File: config.mk
export PLATFORM = sky130hd
export DESIGN_NAME = misr_param_compactor
export DESIGN_NICKNAME = d
export VERILOG_FILES = /design/src/rtl/misr_param_compactor.sv
export SDC_FILE = /design/constraint.sdc
export NUM_CORES = 1
export LEC_CHECK = 0
export ABC_AREA = 0
export CAP_MARGIN = 15
export CORE_AREA = 2 2 58 60
export DETAILED_ROUTE_END_ITERATION = 6
export DIE_AREA = 0 0 60 62
export PLACE_DENSITY_LB_ADDON = 0.12
export SYNTH_ARGS = -nofsm -noshare
export SYNTH_HDL_FRONTEND = slang
export SYNTH_SLANG_ARGS = --single-unit
export TNS_END_PERCENT = 20
File: constraint.sdc
create_clock -name CLK -period 2.9 [get_ports CLK]
set_input_delay 0.725 -clock CLK [delete_from_list [all_inputs] [get_ports CLK]]
set_output_delay 0.725 -clock CLK [all_outputs]
set_load 0.03 [all_outputs]
File: src/rtl/misr_param_compactor.sv
// Parametrised Galois-form MISR that compacts NPAT valid response samples after a start pulse
// and compares the final signature against a golden value.
module misr_param_compactor #(
  parameter int unsigned           WIDTH = 16,
  parameter int unsigned           NIN   = 3,
  parameter logic [WIDTH-1:0]      POLY  = WIDTH'(16'h002D),
  parameter logic [WIDTH-1:0]      SEED  = '0,
  parameter int unsigned           NPAT  = 256
) (
  input  logic             CLK,
  input  logic             RST,
  input  logic             start,
  input  logic [NIN-1:0]   din,
  input  logic             din_valid,
  input  logic [WIDTH-1:0] golden,
  output logic [WIDTH-1:0] sig,
  output logic             busy,
  output logic             done,
  output logic             pass
);

  localparam int unsigned CW = $clog2(NPAT + 1);
  localparam logic [CW-1:0] LAST = CW'(NPAT - 1);

  typedef enum logic [1:0] {IDLE, RUN, DONE} state_t;

  state_t           state;
  logic [CW-1:0]    count;
  logic [WIDTH-1:0] din_ext;
  logic [WIDTH-1:0] sig_next;

  // One Galois folding step: shift, reduce by the feedback polynomial, then fold in the inputs.
  always_comb begin
    din_ext  = WIDTH'(din);
    sig_next = {sig[WIDTH-2:0], 1'b0} ^ (sig[WIDTH-1] ? POLY : '0) ^ din_ext;
  end

  always_ff @(posedge CLK) begin
    if (RST) begin
      state <= IDLE;
      sig   <= SEED;
      count <= '0;
      busy  <= 1'b0;
      done  <= 1'b0;
      pass  <= 1'b0;
    end else begin
      done <= 1'b0;
      case (state)
        IDLE, DONE: begin
          if (start) begin
            state <= RUN;
            sig   <= SEED;
            count <= '0;
            pass  <= 1'b0;
            busy  <= 1'b1;
          end
        end
        RUN: begin
          // start is deliberately ignored here; only valid samples advance the run.
          if (din_valid) begin
            sig   <= sig_next;
            count <= count + 1'b1;
            if (count == LAST) begin
              state <= DONE;
              busy  <= 1'b0;
              done  <= 1'b1;
              pass  <= (sig_next == golden);
            end
          end
        end
        default: begin
          state <= IDLE;
          busy  <= 1'b0;
        end
      endcase
    end
  end

endmodule
=== Word-level counts from Yosys, hierarchy flattened ===
Cells that the tools add are included.

* Reductions and logical operators: 7
* Bitwise logic cells: 4
* Multiplexer cells: 20
* Add/subtract/negate cells: 1
* Equality and inequality tests: 7

{| class="wikitable"
|+ Operators by type and width
! cell !! count
|-
| two-way mux 16 bit || 2
|-
| case mux 16 bit (2 select lines) || 1
|-
| two-way mux 9 bit || 2
|-
| case mux 9 bit (2 select lines) || 1
|-
| equality test 16 bit || 1
|-
| bitwise XOR 16 x 3 -> 16 bit || 1
|-
| bitwise XOR 16 x 6 -> 16 bit || 1
|-
| adder 9 x 1 -> 9 bit (second input constant) || 1
|-
| equality test 9 x 8 -> 1 bit (second input constant) || 1
|-
| two-way mux 1 bit || 7
|-
| two-way mux 2 bit || 3
|-
| two-way mux 6 bit || 1
|-
| inequality test 2 bit (second input constant) || 3
|-
| AND reduction 3 bit || 2
|-
| case mux 1 bit (2 select lines) || 2
|-
| case mux 2 bit (2 select lines) || 1
|-
| AND reduction 4 bit || 1
|-
| OR reduction 3 bit || 1
|-
| equality test 2 x 1 -> 1 bit (second input constant) || 1
|-
| equality test 2 bit (second input constant) || 1
|-
| logical NOT 2 bit || 1
|-
| NOT 1 bit || 2
|-
| nonzero test 2 bit || 1
|-
| OR reduction 2 bit || 1
|}

* Input bits: 23
* Output and inout bits: 19
* Register bits: 30
* Logic and storage cells: 45

=== Longest topological paths before layout ===
Gate-level depths: netlist of run 1.

* Depth after elaboration: 7
* Depth in mapped cells: 9
* Depth with buffers taken out: 9

=== Least setup slack after synthesis of run 1 ===
Ideal clock, no wire load.

* Kind: input to register
* Start: in golden[10]
* End: reg pass
* Required time: 2.832 ns
* Library setup time: 0.068 ns
* Arrival time: 1.829 ns
* Path buffers: 0
* Cell stages on the path: 5
* Path slack: 1.003 ns
* Path through: xnor2_1 nand4_1 or4_1 a2111o_1 o21ai_2

* Longest elaborated chain between the ends: 4

{| class="wikitable"
|+ RTL lines
! item !! RTL line !! RTL
|-
| from (decl) || 15 || <nowiki>input logic [WIDTH-1:0] golden,</nowiki>
|-
| equality test 16 bit || 67 || <nowiki>pass <= (sig_next == golden);</nowiki>
|-
| two-way mux 1 bit || 63 || <nowiki>if (count == LAST) begin</nowiki>
|-
| two-way mux 1 bit || 60 || <nowiki>if (din_valid) begin</nowiki>
|-
| case mux 1 bit (2 select lines) || 48 || <nowiki>case (state)</nowiki>
|-
| to (signal assigned) || 67 ||
|-
| to (decl) || 19 || <nowiki>output logic pass</nowiki>
|}

No other way between the ends. The select of a mux whose other input is x is not followed.
A chain may end at the register's enable or synchronous reset.

=== Worst setup path after layout of run 1 ===
* Start: reg sig[15]
* End: out sig[15]

{| class="wikitable"
|+ RTL lines
! item !! RTL line !! RTL
|-
| from (decl) || 16 || <nowiki>output logic [WIDTH-1:0] sig,</nowiki>
|-
| from (signal assigned) || 61 || <nowiki>sig <= sig_next;</nowiki>
|}

No word-level cell between the ends.

==> out/metrics.csv, run 1 <==
metric,value,unit
fillers,286,
post-cts repair resize count,0,
DR iter-0 viols,59,
final net count,242,
"Clk Latency, worst-skew pair",330,ps
Fin Hold WS,476,ps
number of routed nets with antenna violations,0,
status,completed,
Hold Buf Count CTS,0,
wire length on met3,147,um
Finished Cell Area,1970,sq um
syn_area_per_cell,8.35,sq um
critical path peak fanout,8,
"Largest delay share family, worst path",buffers and inverters,
CP required,2170,ps
Final setup viols,0,
P&R area growth vs syn,34.2,%
Setup Skew,12.1,ps
Min-Delay Path Class,register to register,
register area share after synthesis,40.9,%
#FFs+latches synth,30,
Netlist cell types,31,
fin crit share,81.0,%
Synth area leaders,"dfxtp_1 (41%), xor2_1 (9.5%), a21oi_1 (8.2%), nand3_1 (6.1%), nand2_1 (5.6%)",
largest net degree at the start of global routing,25,
utilization after layout,62.1,%
RSZ-0062 raised after global routing,false,
worst path cell trace,clkdlybuf4s50_1,
endpoint class of the critical path,output pin,
CP max stage cell,clkdlybuf4s50_1,
clock sink count,30,
remaining global-route overflow,0,
H-tree levels,2,
metal2 WL,1800,um
CTS tree,done,
met1 WL,1480,um
crit path DAT,1620,ps
HPWL after detailed placement,2520,um
minimum clock period,2350,ps
share of the synthesized area in the top cell type,40.9,%
fin. max-slew vios,0,
die width,60,um
dpl cells,256,
Cell Pwr Density,399,nW/um^2
final worst slack,550,ps
Root Buffer,clkbuf_4,
CP Buf/Inv Count,1,
Detailed Route WL,3460,um
# IOs,42,
dominant cell type by area after synthesis,dfxtp_1,
DR top layer,met4,
routed len/inst,13.1,um
maximum clock rate,0.426,GHz
Mapped Area,1470,sq um
Ant. Diodes,0,
WS Path Type,register to output pin,
max_cap viols,0,
Post-Syn Instances,176,
yosys warns,0,
worst rel slew slack,71.2,%
Tightest Pin Transition,421,ps
final std cells w/o fill,264,
final hold violations,0,
layout cells sized above 1,6.42,%
Die H,62,um
routability cong.,0.790,
VDD IR-drop max,0.000224,V
pre-CTS WS,416,ps
full die area,3720,sq um
placed inst area,1910,sq um
Setup TNS,0,ps
Worst path max stage delay,750,ps
cell row count,21,
first-pass GRT wire length,5450,um
Num CTS Buffers,5,
core area,3180,sq um
vias in the first global route,1238,
type of origin of the critical path,register,
GR Util All Layers,19.9,%
Port Buffers,41,
"Clk pin slew, worst setup/hold paths",100,ps
Vias/cell,5.05,
first-pass iteration count of the detailed router,4,
initial antenna violation count,0,
number of remaining DRC errors,0,
Vias,1332,
initial core utilization,46.2,%
clock tree buffer depth,2,
leakage,0.695,nW
syn_nets,201,
Pwr Total,787,uW
# Post-CTS Setup Buffers,0,
## area by class of cell
type	count	area, sq um	share of cell area [%]
Sequential cell	30	601	30.4
Clock buffer	7	55.1	2.79
Tap cell	46	57.6	2.92
Timing Repair Buffer	44	433	21.9
Clock inverter	1	5.00	0.254
Inverter	2	7.51	0.380
Multi-Input combinational cell	134	815	41.3
## flip-flops by register name, summed over array words and instances (netlist names)
| signal | flops |
|---|---|
| sig | 16 |
| count | 9 |
| state | 2 |
| busy | 1 |
| done | 1 |
| pass | 1 |
## final timing paths
check | start | endpoint | slack, ps | cells past startpoint
setup / recovery | sig[15] | sig[15] | 550 | 1
hold / removal | pass | pass | 480 | 2
setup reg to reg | count[0] | pass | 680 | 9
hold reg to reg | pass | pass | 480 | 2
## kinds of logic (layout without fill, tap and decap cells)
group,after synthesis,in the layout,share of synthesized area (%)
buffers and inverters,12,54,3.74
adders and majority gates,2,2,1.70
xor gates and xnor gates,26,26,17.3
AOI/OAI and AO/OA,31,31,11.6
DFF,30,30,40.9
and+or+nand+nor,75,75,24.9
## worst reg2reg max path: cells and delay by family, from the launching register on
kind	cells	cell delay, ps
adder cells (fa/ha/maj)	2	440
AND/OR/NAND/NOR	4	470
AO/OA/AOI/OAI	3	870
flip-flops	1	400
## synthesized netlist by cell type
master	count
nor3b_1	1
a31oi_1	1
buf_2	2
dfxtp_1	30
inv_1	2
ha_1	2
o21ai_0	3
nor2_1	15
xor2_1	16
nor3_1	3
and2b_1	1
nand3_1	18
nand3b_1	1
clkbuf_1	6
a2111o_1	1
buf_1	1
nand2b_4	1
a2111oi_0	1
nand2b_1	2
and3b_1	1
xnor2_2	1
o21ai_2	1
and3_1	1
or3_1	3
xor2_4	1
nand4_1	5
a21oi_1	24
or4_1	1
xnor2_1	8
nand2_1	22
buf_6	1
## placed cells by master (no fill, tap or decap), drive strengths merged, types with 2 or more instances in the layout
master	netlist	routed
a21oi	24	24
buf	4	3
clkbuf	6	7
clkdlybuf4s50	0	41
dfxtp	30	30
ha	2	2
inv	2	2
nand2	22	22
nand2b	3	3
nand3	18	18
nand4	5	5
nor2	15	15
nor3	3	3
o21ai	4	4
or3	3	3
xnor2	9	9
xor2	17	17
## power breakdown
part	internal [mW]	leakage, nW	switching [mW]	total [mW]
logic	0.0530	0.417	0.0560	0.109
registers	0.416	0.242	0.00497	0.421
clock network	0.117	0.0353	0.139	0.257
total	0.587	0.695	0.200	0.787
## routing by layer
layer	vias to the layer above	global-route usage [%]
met5	-	0
li1	678	-
met3	5	6.83
met1	622	23.6
met4	0	6.67
met2	27	33.9
No activity file was read; power rests on OpenSTA's default activity.
==> run 2: changes to the inputs <==
--- a/config.mk
+++ b/config.mk
@@ -7,9 +7,9 @@
 export LEC_CHECK = 0
 export ABC_AREA = 0
 export CAP_MARGIN = 15
-export CORE_AREA = 2 2 58 60
+export CORE_AREA = 2 2 59 61
 export DETAILED_ROUTE_END_ITERATION = 6
-export DIE_AREA = 0 0 60 62
+export DIE_AREA = 0 0 61 63
 export PLACE_DENSITY_LB_ADDON = 0.12
 export SYNTH_ARGS = -nofsm -noshare
 export SYNTH_HDL_FRONTEND = slang
==> constraint.sdc (replaced) <==
create_clock -name CLK -period 2.3 [get_ports CLK]
set_input_delay 0.575 -clock CLK [delete_from_list [all_inputs] [get_ports CLK]]
set_output_delay 0.575 -clock CLK [all_outputs]
set_load 0.03 [all_outputs]
==> run 2 against run 1 <==
Die area up 3.3%. Setup slack worse by 390 ps. Cell count up 0.38%. Critical path type unchanged. Core utilization down 0.43 points. Clock skew up 2.2 ps. Final area up 0.95%. Count of clock-buffer cells in the layout unchanged. Highest routed layer unchanged.
==> out/metrics.csv, run 2 (synthesis gave the netlist of run 1 again) <==
metric,value,unit,change
status,completed,,
H-tree levels,2,,unchanged
type of origin of the critical path,register,,
maximum clock rate,0.466,GHz,
Setup TNS,0,ps,unchanged
CP max stage cell,clkdlybuf4s50_1,,
pre-CTS WS,-56.2,ps,-472 ps
Die H,63,um,+1.6%
CP Buf/Inv Count,1,,unchanged
routed len/inst,13.2,um,+0.54%
HPWL after detailed placement,2560,um,+1.4%
fin crit share,93.2,%,
"Clk pin slew, worst setup/hold paths",100,ps,about the same
"Largest delay share family, worst path",buffers and inverters,,
Pwr Total,1.01,mW,+28%
worst path cell trace,clkdlybuf4s50_1,,
largest net degree at the start of global routing,25,,unchanged
fin. max-slew vios,0,,unchanged
Final setup viols,0,,unchanged
Ant. Diodes,0,,unchanged
"most common cell after layout, fill and taps aside",clkdlybuf4s50_1,,
VDD IR-drop max,0.000319,V,+43%
CTS tree,done,,
WS Path Type,register to output pin,,
Setup Skew,14.3,ps,+2.17 ps
remaining global-route overflow,0,,unchanged
number of routed nets with antenna violations,0,,unchanged
initial antenna violation count,0,,unchanged
final net count,243,,+0.41%
Worst path max stage delay,730,ps,-20 ps
Largest Register,sig,,
Cell Pwr Density,505,nW/um^2,+27%
final hold violations,0,,unchanged
"Clk Latency, worst-skew pair",340,ps,about the same
Vias/cell,5.05,,about the same
initial core utilization,45.5,%,-0.75 points
Min-Delay Path Class,register to register,,
Root Buffer,clkbuf_4,,
endpoint class of the critical path,output pin,,
worst rel slew slack,78.7,%,+7.5 points
CP required,1730,ps,-440 ps
# IOs,42,,unchanged
"commonest cells after routing, fill and taps aside","clkdlybuf4s50_1 (41), dfxtp_1 (28), a21oi_1 (24)",,
first-pass GRT wire length,5880,um,+7.8%
clock sink count,30,,unchanged
P&R area growth vs syn,35.5,%,
Detailed Route WL,3500,um,+0.92%
max FFs per register,16,,unchanged
Vias,1338,,+0.45%
crit path DAT,1570,ps,-50 ps
vias in the first global route,1383,,+12%
DR iter-0 viols,90,,+53%
die width,61,um,+1.7%
RSZ-0062 raised after global routing,false,,
routability cong.,0.761,,-3.7%
Hold Buf Count CTS,0,,unchanged
number of remaining DRC errors,0,,unchanged
GR Util All Layers,20.3,%,+0.42 points
critical path peak fanout,4,,-4
full die area,3840,sq um,+3.3%
layout cells sized above 1,8.68,%,+2.3 points
first-pass iteration count of the detailed router,4,,unchanged
leakage,0.700,nW,+0.72%
core area,3230,sq um,+1.7%
fillers,311,,+8.7%
max_cap viols,0,,unchanged
clock tree buffer depth,2,,unchanged
biggest regs,"sig (16), count (9), state (2)",,
final worst slack,156,ps,-395 ps
cell row count,21,,unchanged
Tightest Pin Transition,319,ps,-103 ps
minimum clock period,2140,ps,
Num CTS Buffers,5,,unchanged
Port Buffers,41,,unchanged
## run 2: final cells by class
cell class | instances | area (sq um) | share of cell area, %
Clock inverter | 1 | 5.00 | 0.251
Inverter | 2 | 7.51 | 0.377
Tap cell | 46 | 57.6 | 2.89
Multi-Input combinational cell | 134 | 823 | 41.3
Sequential cell | 30 | 603 | 30.3
Timing Repair Buffer | 45 | 440 | 22.1
Clock buffer | 7 | 55.1 | 2.76
## run 2: worst min-delay path: cells and delay by family (launching register included)
kind | cells | cell delay (ps)
AO/OA/AOI/OAI | 1 | 50
flip-flops | 1 | 330
AND/OR/NAND/NOR | 1 | 80
## run 2: routing by layer
metal  global-route usage [%]  part of all wire (%)
met1                     24.0                    45
met2                     33.9                    48
met3                     4.35                   4.8
met4                     9.51                   1.9
met5                        0                     0
## run 2: per-stage QoR
step	utilization [%]	instance area, sq um	hold WS, ps	cells
6_report	61.6	1990	483	265
5_1_grt	61.6	1990	495	265
4_1_cts	61.3	1980	487	265
3_5_place_dp	59.4	1920	472	257
3_3_place_gp	59.4	1920	466	257
2_1_floorplan	-	1470	454	176
## run 2: where the power goes
part	total [mW]	switching [mW]	leakage [nW]	internal, mW
Sequential	0.532	0.00664	0.243	0.525
Clock	0.334	0.186	0.0353	0.148
Combinational	0.140	0.0716	0.421	0.0689
## run 2: path summary, 6_finish.rpt
check	start	to	slack, ps	cells after the start
setup / recovery	sig[12]	sig[12]	160	1
hold reg to reg	pass	pass	480	2
hold / removal	pass	pass	480	2
setup reg to reg	count[0]	pass	210	9
## run 2: repair_timing
item / 4_1_cts / 5_1_grt
resized for setup: 0 / 5
endpoints found under the setup margin: 0 / 2
buffers inserted: 0 / 0
==> run 3: changes to the inputs <==
--- a/config.mk
+++ b/config.mk
@@ -10,7 +10,7 @@
 export CORE_AREA = 2 2 59 61
 export DETAILED_ROUTE_END_ITERATION = 6
 export DIE_AREA = 0 0 61 63
-export PLACE_DENSITY_LB_ADDON = 0.12
+export PLACE_DENSITY = 0.76
 export SYNTH_ARGS = -nofsm -noshare
 export SYNTH_HDL_FRONTEND = slang
 export SYNTH_SLANG_ARGS = --single-unit
==> run 3 against run 2 <==
Combinational power grew 4%. Clock power down 1%. Via count up 1.3%. Critical path depth unchanged. Routed wire length rose by 0.37%. Sequential cell count stayed put. First-iteration DRC count is 29% lower. Total power shrank 0.16%. Sequential power hardly changed. Final area is 0.57% higher. Highest routed layer unchanged.
==> out/metrics.csv, run 3 (synthesis gave the netlist of run 1 again) <==
metric,value,unit,change
VDD IR-drop max,0.000252,V,-21%
core area,3230,sq um,unchanged
"Largest delay share family, worst path",buffers and inverters,,
cell row count,21,,unchanged
Fin Hold WS,467,ps,-16.6 ps
first-pass GRT wire length,5940,um,+1.1%
Worst path max stage delay,740,ps,about the same
final hold violations,0,,unchanged
Port Buffers,41,,unchanged
Vias/cell,5.06,,+0.14%
vias in the first global route,1283,,-7.2%
fillers,298,,-4.2%
# Post-CTS Setup Buffers,0,,unchanged
Ant. Diodes,0,,unchanged
"Clk pin slew, worst setup/hold paths",90,ps,about the same
sequential standard cell area,601,sq um,-0.41%
die width,61,um,unchanged
crit path DAT,1600,ps,+30 ps
Root Buffer,clkbuf_4,,
pre-CTS WS,15.0,ps,+71.2 ps
DR iter-0 viols,64,,-29%
final worst slack,124,ps,-31.3 ps
fin crit share,94.6,%,+1.4 points
minimum clock period,2180,ps,+31.3 ps
GR Util All Layers,20.5,%,+0.21 points
CP required,1730,ps,about the same
critical path peak fanout,8,,+4
maximum clock rate,0.460,GHz,-1.4%
Setup Skew,2.02,ps,-12.3 ps
Multi-input gate area,815,sq um,-1.1%
full die area,3840,sq um,unchanged
CP Buf/Inv Count,1,,unchanged
first-pass iteration count of the detailed router,4,,unchanged
"most common cell after layout, fill and taps aside",clkdlybuf4s50_1,,
# IOs,42,,unchanged
"Clk Latency, worst-skew pair",330,ps,about the same
Largest Register,sig,,
Vias,1355,,+1.3%
routed len/inst,13.1,um,-0.75%
clock power share,32.7,%,-0.5 points
final std cells w/o fill,268,,+1.1%
Setup TNS,0,ps,unchanged
Detailed Route WL,3510,um,+0.37%
Final setup viols,0,,unchanged
layout cells sized above 1,8.11,%,-0.57 points
worst rel slew slack,72.8,%,-5.9 points
max_cap viols,0,,unchanged
Cell Pwr Density,502,nW/um^2,-0.72%
Tightest Pin Transition,397,ps,+78.9 ps
worst path cell trace,clkdlybuf4s50_1,,
final net count,246,,+1.2%
HPWL after detailed placement,2460,um,-3.8%
post-cts repair resize count,0,,unchanged
Finished Cell Area,2000,sq um,+0.57%
H-tree levels,2,,unchanged
sw power,261,uW,-1.5%
number of routed nets with antenna violations,0,,unchanged
met1 WL,1650,um,+4.7%
"commonest cells after routing, fill and taps aside","clkdlybuf4s50_1 (41), dfxtp_1 (30), a21oi_1 (24)",,
combinational share of power,14.4,%,+0.4 points
utilization after layout,62.0,%,+0.35 points
largest net degree at the start of global routing,25,,unchanged
DR top layer,met4,,
endpoint class of the critical path,output pin,,
leakage,0.713,nW,+1.9%
Num CTS Buffers,5,,unchanged
biggest regs,"sig (16), count (9), state (2)",,
max FFs per register,16,,unchanged
initial antenna violation count,0,,unchanged
Pwr Total,1.01,mW,-0.16%
clock tree buffer depth,2,,unchanged
CP max stage cell,clkdlybuf4s50_1,,
placed inst area,1940,sq um,+1.2%
number of remaining DRC errors,0,,unchanged
RSZ-0062 raised after global routing,false,,
Hold Buf Count CTS,0,,unchanged
CTS tree,done,,
Seq pwr share,52.9,%,about the same
metal2 WL,1630,um,-3.7%
wire length on met3,175,um,+3.6%
remaining global-route overflow,0,,unchanged
Die H,63,um,unchanged
dpl cells,260,,+1.2%
cell-internal power,745,uW,+0.33%
routability cong.,0.872,,+15%
P&R area growth vs syn,36.3,%,
initial core utilization,45.5,%,unchanged
status,completed,,
fin. max-slew vios,0,,unchanged
clock sink count,30,,unchanged
Min-Delay Path Class,register to register,,
WS Path Type,register to output pin,,
Switching Share,25.9,%,-0.36 points
type of origin of the critical path,register,,
==> run 3: path summary, 6_finish.rpt <==
path	slack (ps)	endpoint	start	depth (start not counted)
max reg2reg	190	pass	count[0]	9
min reg2reg	470	pass	pass	2
max	120	sig[15]	sig[15]	1
min	470	pass	pass	2
==> run 3: worst reg2reg max path: stages, from the launching register on <==
cell and delay, ps:
dfxtp_1 380, ha_1 230, nand3_1 90, nor2_1 90, ha_1 220, nand2_1 90
a2111oi_0 440, nand4_1 140, a2111o_1 310, o21ai_2 50
==> run 3: final cells by class <==
| class | instances | area share [%] |
|---|---|---|
| timing repair buffer | 48 | 23.1 |
| inverter | 2 | 0.375 |
| clock buffer | 7 | 2.75 |
| clock inverter | 1 | 0.250 |
| tap | 46 | 2.87 |
| sequential | 30 | 30.0 |
| multi-input combinational | 134 | 40.7 |
==> run 3: power by group through the flow <==
| stage | sequential, mW | combinational, mW | clock (mW) |
|---|---|---|---|
| after floorplan | 0.549 | 0.0669 | 0 |
| after global placement | 0.543 | 0.143 | 0 |
| final | 0.531 | 0.145 | 0.329 |
| after global routing | 0.533 | 0.157 | 0.366 |
| after CTS | 0.531 | 0.145 | 0.336 |
| after detailed placement | 0.543 | 0.144 | 0 |
==> run 3: layer usage <==
layer	track usage (%)	vias to the layer above
met4	8.97	0
met5	0	-
met1	27.0	628
met2	30.9	34
li1	-	687
met3	5.59	6
